File: src/rtl/pipe_stage_elastic_pkg.sv
// rtl/pipe_stage_elastic_pkg.sv - shared state encoding for the elastic pipeline stage
package pipe_stage_elastic_pkg;

    typedef enum logic [1:0] {
        PSE_EMPTY = 2'd0,
        PSE_ONE   = 2'd1,
        PSE_TWO   = 2'd2
    } pse_state_e;

    function automatic logic pse_can_accept(input pse_state_e s);
        return s != PSE_TWO;
    endfunction

endpackage

File: src/rtl/pipe_stage_elastic_if.sv
// rtl/pipe_stage_elastic_if.sv - valid/ready payload handshake between pipeline stages
interface pipe_stage_elastic_if #(
    parameter int WIDTH = 32
);
    logic             valid;
    logic             ready;
    logic [WIDTH-1:0] data;

    modport master (output valid, output data, input ready);
    modport slave  (input valid, input data, output ready);

endinterface

File: src/rtl/pipe_stage_elastic_sat_counter.sv
// rtl/pipe_stage_elastic_sat_counter.sv - saturating event counter, cleared only by reset
module sat_counter #(
    parameter int W = 16
) (
    input  logic         clk,
    input  logic         rst_n,
    input  logic         inc,
    output logic [W-1:0] cnt
);

    always_ff @(posedge clk or negedge rst_n) begin
        if (!rst_n) begin
            cnt <= '0;
        end else if (inc && (cnt != {W{1'b1}})) begin
            cnt <= cnt + W'(1);
        end
    end

endmodule

File: src/rtl/pipe_stage_elastic.sv
// rtl/pipe_stage_elastic.sv - elastic pipeline register with optional skid entry,
// synchronous active-low flush and a saturating backpressure counter
module pipe_stage_elastic
    import pipe_stage_elastic_pkg::*;
#(
    parameter int WIDTH = 32,
    parameter int SKID  = 1,
    parameter int CNT_W = 16
) (
    input  logic                 clk,
    input  logic                 rst_n,
    input  logic                 clr,
    pipe_stage_elastic_if.slave  up,
    pipe_stage_elastic_if.master down,
    output logic [CNT_W-1:0]     stall_cnt
);

    logic [WIDTH-1:0] main_q;
    logic             main_v;

    assign down.valid = main_v;
    assign down.data  = main_q;

    generate
        if (SKID != 0) begin : g_skid
            pse_state_e       state_q, state_d;
            logic [WIDTH-1:0] skid_q;
            logic             ready_q;
            logic             load_main, load_skid, pop_skid;

            always_comb begin
                state_d   = state_q;
                load_main = 1'b0;
                load_skid = 1'b0;
                pop_skid  = 1'b0;
                if (!clr) begin
                    state_d = PSE_EMPTY;
                end else begin
                    case (state_q)
                        PSE_EMPTY: begin
                            if (up.valid) begin
                                state_d   = PSE_ONE;
                                load_main = 1'b1;
                            end
                        end
                        PSE_ONE: begin
                            if (up.valid && down.ready) begin
                                load_main = 1'b1;
                            end else if (up.valid) begin
                                state_d   = PSE_TWO;
                                load_skid = 1'b1;
                            end else if (down.ready) begin
                                state_d = PSE_EMPTY;
                            end
                        end
                        PSE_TWO: begin
                            // in_ready is low here, so any in_data is not ours to take
                            if (down.ready) begin
                                state_d  = PSE_ONE;
                                pop_skid = 1'b1;
                            end
                        end
                        default: state_d = PSE_EMPTY;
                    endcase
                end
            end

            always_ff @(posedge clk or negedge rst_n) begin
                if (!rst_n) begin
                    state_q <= PSE_EMPTY;
                    ready_q <= 1'b1;
                end else begin
                    state_q <= state_d;
                    ready_q <= pse_can_accept(state_d);
                end
            end

            always_ff @(posedge clk or negedge rst_n) begin
                if (!rst_n) begin
                    main_q <= '0;
                    skid_q <= '0;
                end else if (!clr) begin
                    main_q <= '0;
                    skid_q <= '0;
                end else begin
                    if (load_main) begin
                        main_q <= up.data;
                    end else if (pop_skid) begin
                        main_q <= skid_q;
                    end
                    if (load_skid) begin
                        skid_q <= up.data;
                    end
                end
            end

            assign main_v   = (state_q != PSE_EMPTY);
            assign up.ready = ready_q;
        end else begin : g_single
            logic accept;

            assign up.ready = !main_v || down.ready;
            assign accept   = up.valid && up.ready;

            always_ff @(posedge clk or negedge rst_n) begin
                if (!rst_n) begin
                    main_q <= '0;
                    main_v <= 1'b0;
                end else if (!clr) begin
                    main_q <= '0;
                    main_v <= 1'b0;
                end else if (accept) begin
                    main_q <= up.data;
                    main_v <= 1'b1;
                end else if (down.ready) begin
                    main_v <= 1'b0;
                end
            end
        end
    endgenerate

    // Sampled before flush so a flush cycle still counts if it was stalled
    sat_counter #(
        .W (CNT_W)
    ) u_stall_cnt (
        .clk   (clk),
        .rst_n (rst_n),
        .inc   (main_v && !down.ready),
        .cnt   (stall_cnt)
    );

endmodule

File: src/flat_wrapper.sv
// flat-port wrapper written by rule: the top's interface ports become plain ports
module pipe_stage_elastic_flat import pipe_stage_elastic_pkg::*;
#(
    parameter int WIDTH = 32,
    parameter int SKID  = 1,
    parameter int CNT_W = 16
)
  (clk, rst_n, clr, stall_cnt, up_valid, up_data, up_ready, down_valid, down_data, down_ready);
  pipe_stage_elastic_if #(.WIDTH(WIDTH)) up_i ();
  pipe_stage_elastic_if #(.WIDTH(WIDTH)) down_i ();
  input  logic clk;
  input  logic rst_n;
  input  logic clr;
  output logic [CNT_W-1:0] stall_cnt;
  input wire logic [$bits(up_i.valid)-1:0] up_valid;
  input wire logic [$bits(up_i.data)-1:0] up_data;
  output wire logic [$bits(up_i.ready)-1:0] up_ready;
  output wire logic [$bits(down_i.valid)-1:0] down_valid;
  output wire logic [$bits(down_i.data)-1:0] down_data;
  input wire logic [$bits(down_i.ready)-1:0] down_ready;
  assign up_i.valid = up_valid;
  assign up_i.data = up_data;
  assign up_ready = up_i.ready;
  assign down_valid = down_i.valid;
  assign down_data = down_i.data;
  assign down_i.ready = down_ready;
  pipe_stage_elastic #(.WIDTH(WIDTH), .SKID(SKID), .CNT_W(CNT_W)) u_core (.clk(clk), .rst_n(rst_n), .clr(clr), .up(up_i), .down(down_i), .stall_cnt(stall_cnt));
endmodule
File: config.mk
export PLATFORM = sky130hd
export DESIGN_NAME = pipe_stage_elastic_flat
export DESIGN_NICKNAME = d
export VERILOG_FILES = /design/src/rtl/pipe_stage_elastic_pkg.sv /design/src/rtl/pipe_stage_elastic_if.sv /design/src/rtl/pipe_stage_elastic_sat_counter.sv /design/src/rtl/pipe_stage_elastic.sv /design/src/flat_wrapper.sv
export SDC_FILE = /design/constraint.sdc
export NUM_CORES = 1
export LEC_CHECK = 0
export ABC_AREA = 1
export CORE_MARGIN = 3
export CORE_UTILIZATION = 41
export DETAILED_ROUTE_END_ITERATION = 6
export PLACE_DENSITY = 0.65
export REMOVE_ABC_BUFFERS = 1
export SKIP_LAST_GASP = 1
export SLEW_MARGIN = 20
export SYNTH_ARGS = -nofsm -noshare
export SYNTH_HDL_FRONTEND = slang
export SYNTH_SLANG_ARGS = --single-unit
File: constraint.sdc
create_clock -name clk -period 2.55 [get_ports clk]
set_input_delay 0.51 -clock clk [delete_from_list [all_inputs] [get_ports clk]]
set_output_delay 0.51 -clock clk [all_outputs]
set_load 0.03 [all_outputs]
==> results of run 1 <==
power by group through the flow:
| stage | clock (mW) | combinational [mW] | sequential, mW |
|---|---|---|---|
| 2_1_floorplan | 0 | 0.165 | 1.55 |
| 3_3_place_gp | 0 | 0.511 | 1.46 |
| 3_5_place_dp | 0 | 0.514 | 1.46 |
| 4_1_cts | 0.961 | 0.516 | 1.44 |
| 5_1_grt | 1.01 | 0.558 | 1.45 |
| 6_report | 0.936 | 0.508 | 1.44 |
flip-flops by register name (all words and copies together), names as in the netlist:
signal	flops
u_core.down.data	32
u_core.g_skid.skid_q	32
u_core.u_stall_cnt.cnt	16
u_core.g_skid.state_q	2
u_core.up.ready	1
cells in the mapped netlist:
cell,instances
sky130_fd_sc_hd__nor2_1,17
sky130_fd_sc_hd__o21bai_1,1
sky130_fd_sc_hd__nand3_1,34
sky130_fd_sc_hd__inv_2,4
sky130_fd_sc_hd__nor2_4,4
sky130_fd_sc_hd__buf_1,2
sky130_fd_sc_hd__a31oi_1,1
sky130_fd_sc_hd__buf_4,3
sky130_fd_sc_hd__o21ai_0,63
sky130_fd_sc_hd__inv_1,51
sky130_fd_sc_hd__ha_1,1
sky130_fd_sc_hd__buf_2,10
sky130_fd_sc_hd__nor2_8,1
sky130_fd_sc_hd__xnor2_1,6
sky130_fd_sc_hd__nand3_2,1
sky130_fd_sc_hd__nand2_2,3
sky130_fd_sc_hd__nand4_1,8
sky130_fd_sc_hd__buf_6,1
sky130_fd_sc_hd__dfstp_2,1
sky130_fd_sc_hd__nor3_1,1
sky130_fd_sc_hd__a21boi_2,1
sky130_fd_sc_hd__nand3_4,1
sky130_fd_sc_hd__clkbuf_1,6
sky130_fd_sc_hd__nor2_2,2
sky130_fd_sc_hd__nand2_1,204
sky130_fd_sc_hd__o21ai_1,6
sky130_fd_sc_hd__dfrtp_1,82
layout make-up:
| class | instances | area share |
|---|---|---|
| clock buffers | 11 | 0.0273 |
| clock inverters | 4 | 0.00992 |
| inverters | 55 | 0.0399 |
| multi-input cells | 355 | 0.312 |
| flip-flops and latches | 83 | 0.402 |
| well taps | 129 | 0.0312 |
| repair buffers | 94 | 0.178 |
placed cells by master (no fill, tap or decap), types with 8 or more instances in the layout:
master                            Yosys  layout
sky130_fd_sc_hd__buf_4                3       9
sky130_fd_sc_hd__clkbuf_8             0      10
sky130_fd_sc_hd__clkdlybuf4s50_1      0      85
sky130_fd_sc_hd__dfrtp_1             82      82
sky130_fd_sc_hd__inv_1               51      51
sky130_fd_sc_hd__nand2_1            204     204
sky130_fd_sc_hd__nand3_1             34      34
sky130_fd_sc_hd__nand4_1              8       8
sky130_fd_sc_hd__nor2_1              17      17
sky130_fd_sc_hd__o21ai_0             63      63
cell families after synthesis:
logic type | Yosys count
adders and majority gates | 1
xor gates and xnor gates | 6
and+or+nand+nor | 276
buffers and inverters | 77
AOI/OAI and AO/OA | 72
DFF | 83
through the flow:
step	instance area (µm²)	instances	utilization	hold WS [ns]
finish	5170	731	0.552	0.151
global route	5170	731	0.552	0.174
CTS	5170	731	0.552	0.154
detailed placement	4980	716	0.531	0.464
global placement	4980	716	0.531	0.467
floorplan	3900	493	-	0.214
metal layers:
metal | GRT usage | vias to the layer above | routed length (µm)
met4 | 0.0431 | 0 | 131
met1 | 0.227 | 1679 | 4370
met5 | 0 | - | 0
met3 | 0.0463 | 11 | 486
met2 | 0.295 | 101 | 4420
li1 | - | 1769 | -
worst paths after layout:
kind,start,to,cells after the start
max,u_core.g_skid.state_q[1],down_valid,3
min,rst_n,u_core.g_skid.skid_q[4],1
max reg2reg,u_core.g_skid.state_q[1],u_core.down.data[10],7
min reg2reg,u_core.down.data[21],u_core.down.data[21],2
max in group asynchronous,rst_n,u_core.u_stall_cnt.cnt[15],2
min in group clk,u_core.down.data[21],u_core.down.data[21],2
==> reports/qor.txt, run 1 <==
LAYOUT
--------------------------------------------------------------------------------------------------
Area of combinational cells with multiple inputs                                       0.00161 mm²
Fill cell count                                                                                911
Combined flip-flop and latch cell area                                                 0.00208 mm²
Growth of design area from synthesis to finish                                               28.9%
Net total in the final layout                                                                  636
Share of post-route cells with drive strength above 1                                       0.0681
Antenna cell count                                                                               0

GLOBAL ROUTE
--------------------------------------------------------------------------------------------------
Congestion Overflow GR                                                                           0
Global-route wire length before repair                                                    15900 µm
Largest net degree at the start of global routing                                               44
Number of antenna violations at the first check in global routing                                0
Total routing usage reported by global routing                                               0.176
Number of global-route vias before repair                                                     3381

POWER AND IR DROP
--------------------------------------------------------------------------------------------------
Total net switching power                                                                 0.827 mW
Pwr Total                                                                                  2.88 mW
Worst voltage drop across the vdd grid                                                    0.263 mV
Power density cells                                                                     558 mW/mm²
Clock network power share                                                                    0.324
Combinational share of power                                                                 0.176
Internal power                                                                             2.06 mW
Share of total power consumed by net switching                                               0.287
Static leakage                                                                             2.49 nW
Flop pwr share                                                                               0.500

WORST SETUP PATH
--------------------------------------------------------------------------------------------------
Worst EP required                                                                          2.04 ns
Sort of element at the start of the critical path                                         register
Critical-path cell list                                                               nor2_1 > inv_1 > clkdlybuf4s50_1
Kind of end point of the critical path                                                primary output
Critical-path top delay cell                                                          sky130_fd_sc_hd__clkdlybuf4s50_1
Count of buffering cells on the critical path with inverters included                            2
Crit-path max cell delay                                                                   0.60 ns
Endpoint arrival time on the critical path                                                 1.69 ns
Maximum net fanout on the critical path                                                          4
Slack of the worst reg-to-reg path                                                         0.79 ns
Setup Crit Path Kind                                                                  register to primary output
Cell type group with the largest total delay on the critical path                     buffers and inverters

FLOORPLANNING
--------------------------------------------------------------------------------------------------
Standard cell core area                                                                0.00937 mm²
Ports placed on the boundary                                                                    87
Initial Util                                                                                 0.428
Die footprint                                                                           0.0110 mm²
Die Ht                                                                                      105 µm
Floorplan die width                                                                         105 µm
Site row count                                                                                  35

ROUTE
--------------------------------------------------------------------------------------------------
Final Routed Wirelength                                                                    9400 µm
Routed wire length per instance                                                            12.9 µm
Count of nets left with antenna violations after detail routing                                  0
Detailed Route Iter0 Violations                                                                127
Remaining routing DRC violations                                                                 0
Avg Vias per Cell                                                                             4.87
Vias                                                                                          3560
Number of detailed-route iterations in the first pass                                            5

SYNTH
--------------------------------------------------------------------------------------------------
Post-Synth XOR/XNOR Area                                                                    0.0131
Sequential-to-total area share from yosys stat                                               0.518
Summed instance area of the synthesized netlist                                        0.00401 mm²
Area share of the leading cell type in the synthesized netlist                               0.511
Multiplexer fraction of the synthesized cell area                                                0
Distinct cells, synth                                                                           27
Post-synthesis adder-cell area fraction                                                    0.00312
Count of synthesis-stage warnings from yosys                                                     0
Flip-flop and latch count after synthesis                                                       83
Largest cells by area after synthesis                                                 sky130_fd_sc_hd__dfrtp_1 51%, sky130_fd_sc_hd__nand2_1 19%, sky130_fd_sc_hd__o21ai_0 7.9%
Avg Inst Size Synth                                                                       7.79 µm²
Cells after synthesis                                                                          515
Share of synthesized cell area in and, or, nand and nor gates                                0.294
Biggest area consumer among synthesized cells                                         sky130_fd_sc_hd__dfrtp_1
Combinational family with the most area after synthesis                               simple AND/OR/NAND/NOR gates
Compound-gate portion of the synthesized area                                               0.0923

CTS
--------------------------------------------------------------------------------------------------
Longest Clk Path Bufs                                                                            2
Hold bufs inserted after CTS                                                                     0
Total clock buffers created by CTS                                                               9
Max H-tree Level                                                                                 3
Number of clock sinks                                                                           83
Clock transition time at the flip-flop clock pins of the worst setup and hold paths        0.08 ns
Clock insertion delay at the later pin of the skew report                                  0.35 ns
CTS Root Cell                                                                         sky130_fd_sc_hd__clkbuf_8
Clock tree from TritonCTS                                                                     done
Count of buffers added by post-CTS timing repair for setup                                       0
Quantity of gates resized following cts                                                          0

TIMING
--------------------------------------------------------------------------------------------------
Fin worst setup slack                                                                     0.349 ns
Relative max-transition margin                                                               0.631
Count of final max-slew check failures                                                           0
Maximum clock frequency                                                                    454 MHz
Tcrit/Tclk final                                                                             0.863
Final Hold Vio Count                                                                             0
Total negative slack for setup checks                                                         0 ns
Fin Clk Skew                                                                            0.00854 ns
Min Clock Period, post-route                                                               2.20 ns
Final number of setup-violating endpoints                                                        0
Unrepaired setup endpoints after global routing                                              false
Least-Margin Pin Slew                                                                     0.553 ns

STATUS
--------------------------------------------------------------------------------------------------
Result of the run                                                                     finished clean

PLACEMENT
--------------------------------------------------------------------------------------------------
Worst setup timing slack at the placement stage                                           0.124 ns
Number of buffers added on ports                                                                86
Post-detail-place hpwl                                                                     6560 µm
Placer's final routability congestion estimate                                               0.855

FLOW RUN
--------------------------------------------------------------------------------------------------
Max-capacitance violation count                                                                  0

HOLD PATH
--------------------------------------------------------------------------------------------------
Tightest Hold Check Type                                                              input port to async pin

Note: power is estimated with default switching activity, not from simulation.
==> inputs of run 2 (changes only) <==
--- a/config.mk
+++ b/config.mk
@@ -12,7 +12,6 @@
 export PLACE_DENSITY = 0.65
 export REMOVE_ABC_BUFFERS = 1
 export SKIP_LAST_GASP = 1
-export SLEW_MARGIN = 20
 export SYNTH_ARGS = -nofsm -noshare
 export SYNTH_HDL_FRONTEND = slang
 export SYNTH_SLANG_ARGS = --single-unit
==> results of run 2 <==
No change in the layout: final DEF, timing and power equal those of run 1.
==> inputs of run 3 (changes only) <==
--- a/config.mk
+++ b/config.mk
@@ -5,11 +5,11 @@
 export SDC_FILE = /design/constraint.sdc
 export NUM_CORES = 1
 export LEC_CHECK = 0
-export ABC_AREA = 1
 export CORE_MARGIN = 3
 export CORE_UTILIZATION = 41
 export DETAILED_ROUTE_END_ITERATION = 6
-export PLACE_DENSITY = 0.65
+export MAX_ROUTING_LAYER = met4
+export PLACE_DENSITY = 0.64
 export REMOVE_ABC_BUFFERS = 1
 export SKIP_LAST_GASP = 1
 export SYNTH_ARGS = -nofsm -noshare
==> run 3 against run 2 <==
  * Critical path depth fell by 1
  * Clock skew rose by 0.0053 ns
  * Cell area rose by 4.6%
  * Wire length rose by 8.2%
  * Combinational power rose by 43%
  * Die area rose by 3.5%
  * Core utilization fell by 0.083 points
  * Sequential cell count did not move
  * Synthesized cell count fell by 20%
  * Clock power rose by 8%
  * Largest power group unchanged
  * Highest routed layer unchanged
==> reports/qor.txt, run 3 <==
GLOBAL ROUTE
--------------------------------------------------------------------------------------------------
Number of global-route vias before repair                                                     3429
Busiest metal layer after global routing                                                      met2
Largest net degree at the start of global routing                                               67
Total routing usage reported by global routing                                               0.192
Met1 Usage GRT                                                                               0.263
Global routing usage on met2                                                                 0.295
Global-route wire length before repair                                                    17100 µm
Number of antenna violations at the first check in global routing                                0
Met3 GRT Util                                                                               0.0277
Congestion Overflow GR                                                                           0

ROUTE
--------------------------------------------------------------------------------------------------
Final Routed Wirelength                                                                   10200 µm
Vias                                                                                          3336
Routed wire length per instance                                                            16.0 µm
Count of nets left with antenna violations after detail routing                                  0
Number of detailed-route iterations in the first pass                                            4
Remaining routing DRC violations                                                                 0
Detailed Route Iter0 Violations                                                                133
Avg Vias per Cell                                                                             5.26

PLACEMENT
--------------------------------------------------------------------------------------------------
Number of buffers added on ports                                                                86
Placer's final routability congestion estimate                                               0.770
Post-detail-place hpwl                                                                     6890 µm

TIMING
--------------------------------------------------------------------------------------------------
Least-Margin Pin Slew                                                                     0.656 ns
Tcrit/Tclk final                                                                             0.879
Fin Clk Skew                                                                             0.0138 ns
Maximum clock frequency                                                                    446 MHz
Count of final max-slew check failures                                                           0
Final number of setup-violating endpoints                                                        0
Unrepaired setup endpoints after global routing                                              false
Relative max-transition margin                                                               0.561
Final Hold Vio Count                                                                             0
Min Clock Period, post-route                                                               2.24 ns
Total negative slack for setup checks                                                         0 ns

WORST SETUP PATH
--------------------------------------------------------------------------------------------------
Critical-path cell list                                                               or2_2 > clkdlybuf4s50_1
Setup Crit Path Kind                                                                  register to primary output
Kind of end point of the critical path                                                primary output
Crit-path max cell delay                                                                   0.60 ns
Critical-path top delay cell                                                          sky130_fd_sc_hd__clkdlybuf4s50_1
Cell type group with the largest total delay on the critical path                     buffers and inverters
Endpoint arrival time on the critical path                                                 1.73 ns
Worst EP required                                                                          2.04 ns
Count of buffering cells on the critical path with inverters included                            1
Maximum net fanout on the critical path                                                          8
Sort of element at the start of the critical path                                         register

POWER AND IR DROP
--------------------------------------------------------------------------------------------------
Internal power                                                                             2.26 mW
Clock network power share                                                                    0.313
Combinational share of power                                                                 0.225
Static leakage                                                                             2.24 nW
Flop pwr share                                                                               0.462
Worst voltage drop across the vdd grid                                                    0.430 mV
Power density cells                                                                     595 mW/mm²
Total net switching power                                                                 0.954 mW
Share of total power consumed by net switching                                               0.297

SYNTH
--------------------------------------------------------------------------------------------------
Summed instance area of the synthesized netlist                                        0.00416 mm²
Most frequently used cell type in the post-synthesis netlist                          sky130_fd_sc_hd__dfrtp_1
Count of synthesis-stage warnings from yosys                                                     0
Most instantiated flip-flop cell in the synthesis netlist                             sky130_fd_sc_hd__dfrtp_1
Sequential-to-total area share from yosys stat                                               0.500
Area share of the leading cell type in the synthesized netlist                               0.493
Cells after synthesis                                                                          414
Biggest area consumer among synthesized cells                                         sky130_fd_sc_hd__dfrtp_1
Post-synth EDFFs                                                                                 0
Distinct cells, synth                                                                           38
Most used standard cells in the synthesized netlist                                   82 x sky130_fd_sc_hd__dfrtp_1, 72 x sky130_fd_sc_hd__nand2_1, 54 x sky130_fd_sc_hd__a21boi_0
Proportion of register bits with asynchronous set or reset after synthesis                    1.00
Flip-flop and latch count after synthesis                                                       83
Avg Inst Size Synth                                                                       10.0 µm²
Largest cells by area after synthesis                                                 sky130_fd_sc_hd__dfrtp_1 49%, sky130_fd_sc_hd__mux2_2 10%, sky130_fd_sc_hd__a21boi_0 9.7%

LAYOUT
--------------------------------------------------------------------------------------------------
Core Util, Final                                                                             0.551
Most common cell after layout, fill and taps aside                                    sky130_fd_sc_hd__clkdlybuf4s50_1
Antenna cell count                                                                               0
Fill cell count                                                                                943
Net total in the final layout                                                                  534
Share of post-route cells with drive strength above 1                                        0.160
Most frequent cells in the layout                                                     84 x sky130_fd_sc_hd__clkdlybuf4s50_1, 82 x sky130_fd_sc_hd__dfrtp_1, 72 x sky130_fd_sc_hd__nand2_1
Growth of design area from synthesis to finish                                               30.0%

CTS
--------------------------------------------------------------------------------------------------
Number of clock sinks                                                                           83
Clock insertion delay at the later pin of the skew report                                  0.34 ns
Longest Clk Path Bufs                                                                            2
Clock tree from TritonCTS                                                                     done
Max H-tree Level                                                                                 3
Total clock buffers created by CTS                                                               9
Clock transition time at the flip-flop clock pins of the worst setup and hold paths        0.09 ns
Count of buffers added by post-CTS timing repair for setup                                       0
CTS Root Cell                                                                         sky130_fd_sc_hd__clkbuf_8

FLOORPLANNING
--------------------------------------------------------------------------------------------------
Floorplan die width                                                                         107 µm
Standard cell core area                                                                0.00982 mm²
Die Ht                                                                                      107 µm
Ports placed on the boundary                                                                    87
Site row count                                                                                  36
Initial Util                                                                                 0.424
Die footprint                                                                           0.0114 mm²

STATUS
--------------------------------------------------------------------------------------------------
Result of the run                                                                     finished clean

FLOW RUN
--------------------------------------------------------------------------------------------------
Max-capacitance violation count                                                                  0

HOLD PATH
--------------------------------------------------------------------------------------------------
Tightest Hold Check Type                                                              input port to async pin

run 3: cell count changes in the layout (fill, tap and decap cells not counted), sizes merged, moves of 5 or more:
| cell | before | now |
|---|---|---|
| a21boi | 1 | 64 |
| buf | 9 | 18 |
| nor2 | 24 | 2 |
| nand4 | 8 | 3 |
| o21ai | 69 | 36 |
| nand2 | 207 | 72 |
| mux2 | 0 | 37 |
| inv | 55 | 1 |
run 3: per-layer routing:
| layer | part of all wire | wire length [µm] |
|---|---|---|
| met1 | 0.48 | 4890 |
| met2 | 0.47 | 4780 |
| met3 | 0.038 | 389 |
| met4 | 0.011 | 113 |
| met5 | 0 | 0 |
run 3: stage by stage:
step | worst slack (ns) | cell area [µm²] | instances | hold WS, ns | power [mW]
3_5_place_dp | -0.185 | 5190 | 618 | 0.484 | 2.24
6_report | 0.308 | 5410 | 634 | 0.187 | 3.22
5_1_grt | 0.247 | 5410 | 634 | 0.229 | 3.36
3_3_place_gp | -0.0805 | 5190 | 618 | 0.484 | 2.23
4_1_cts | 0.185 | 5410 | 634 | 0.201 | 3.25
2_1_floorplan | -0.438 | 4030 | 383 | 0.214 | 1.88
run 3: timing repair:
| item | in CTS | in global routing |
|---|---|---|
| endpoints found under the hold margin | 0 | 0 |
| hold buffers | 0 | 0 |
| setup endpoints to repair | 0 | 2 |
| gates resized for setup | 0 | 1 |
run 3: kinds of logic after synthesis:
family                   Yosys count  share of synthesized area
AND/OR/NAND/NOR                  135                      0.149
AO/OA/AOI/OAI                    116                      0.194
flip-flops                        83                      0.500
multiplexers                      37                      0.100
buffers and inverters             32                     0.0331
XOR/XNOR                          10                     0.0211
adder cells (fa/ha/maj)            1                    0.00301
run 3: final cells by class:
class	count	area (µm²)	share of cell area
timing repair buffer	102	986	0.182
clock buffer	13	169	0.0312
clock inverter	3	45.0	0.00833
multi-input combinational	299	1960	0.363
sequential	83	2080	0.384
tap	133	166	0.0308
inverter	1	3.75	0.000694
run 3: final timing paths:
| kind | to | cells past startpoint | startpoint | slack, ns |
|---|---|---|---|---|
| max | down_valid | 2 | u_core.g_skid.state_q[0] | 0.31 |
| min | u_core.g_skid.skid_q[22] | 1 | rst_n | 0.19 |
| max reg2reg | u_core.u_stall_cnt.cnt[1] | 4 | u_core.u_stall_cnt.cnt[0] | 0.63 |
| min reg2reg | u_core.u_stall_cnt.cnt[8] | 1 | u_core.u_stall_cnt.cnt[8] | 0.50 |
| max in group asynchronous | u_core.up.ready | 2 | rst_n | 1.65 |
| min in group clk | u_core.u_stall_cnt.cnt[8] | 1 | u_core.u_stall_cnt.cnt[8] | 0.50 |
run 3: power by group through the flow:
stage                     logic [mW]  registers [mW]  clock network (mW)
after floorplan                0.237            1.65                   0
after global placement         0.721            1.51                   0
after detailed placement       0.730            1.51                   0
after CTS                      0.733            1.49                1.03
after global routing           0.779            1.50                1.08
final                          0.725            1.49                1.01
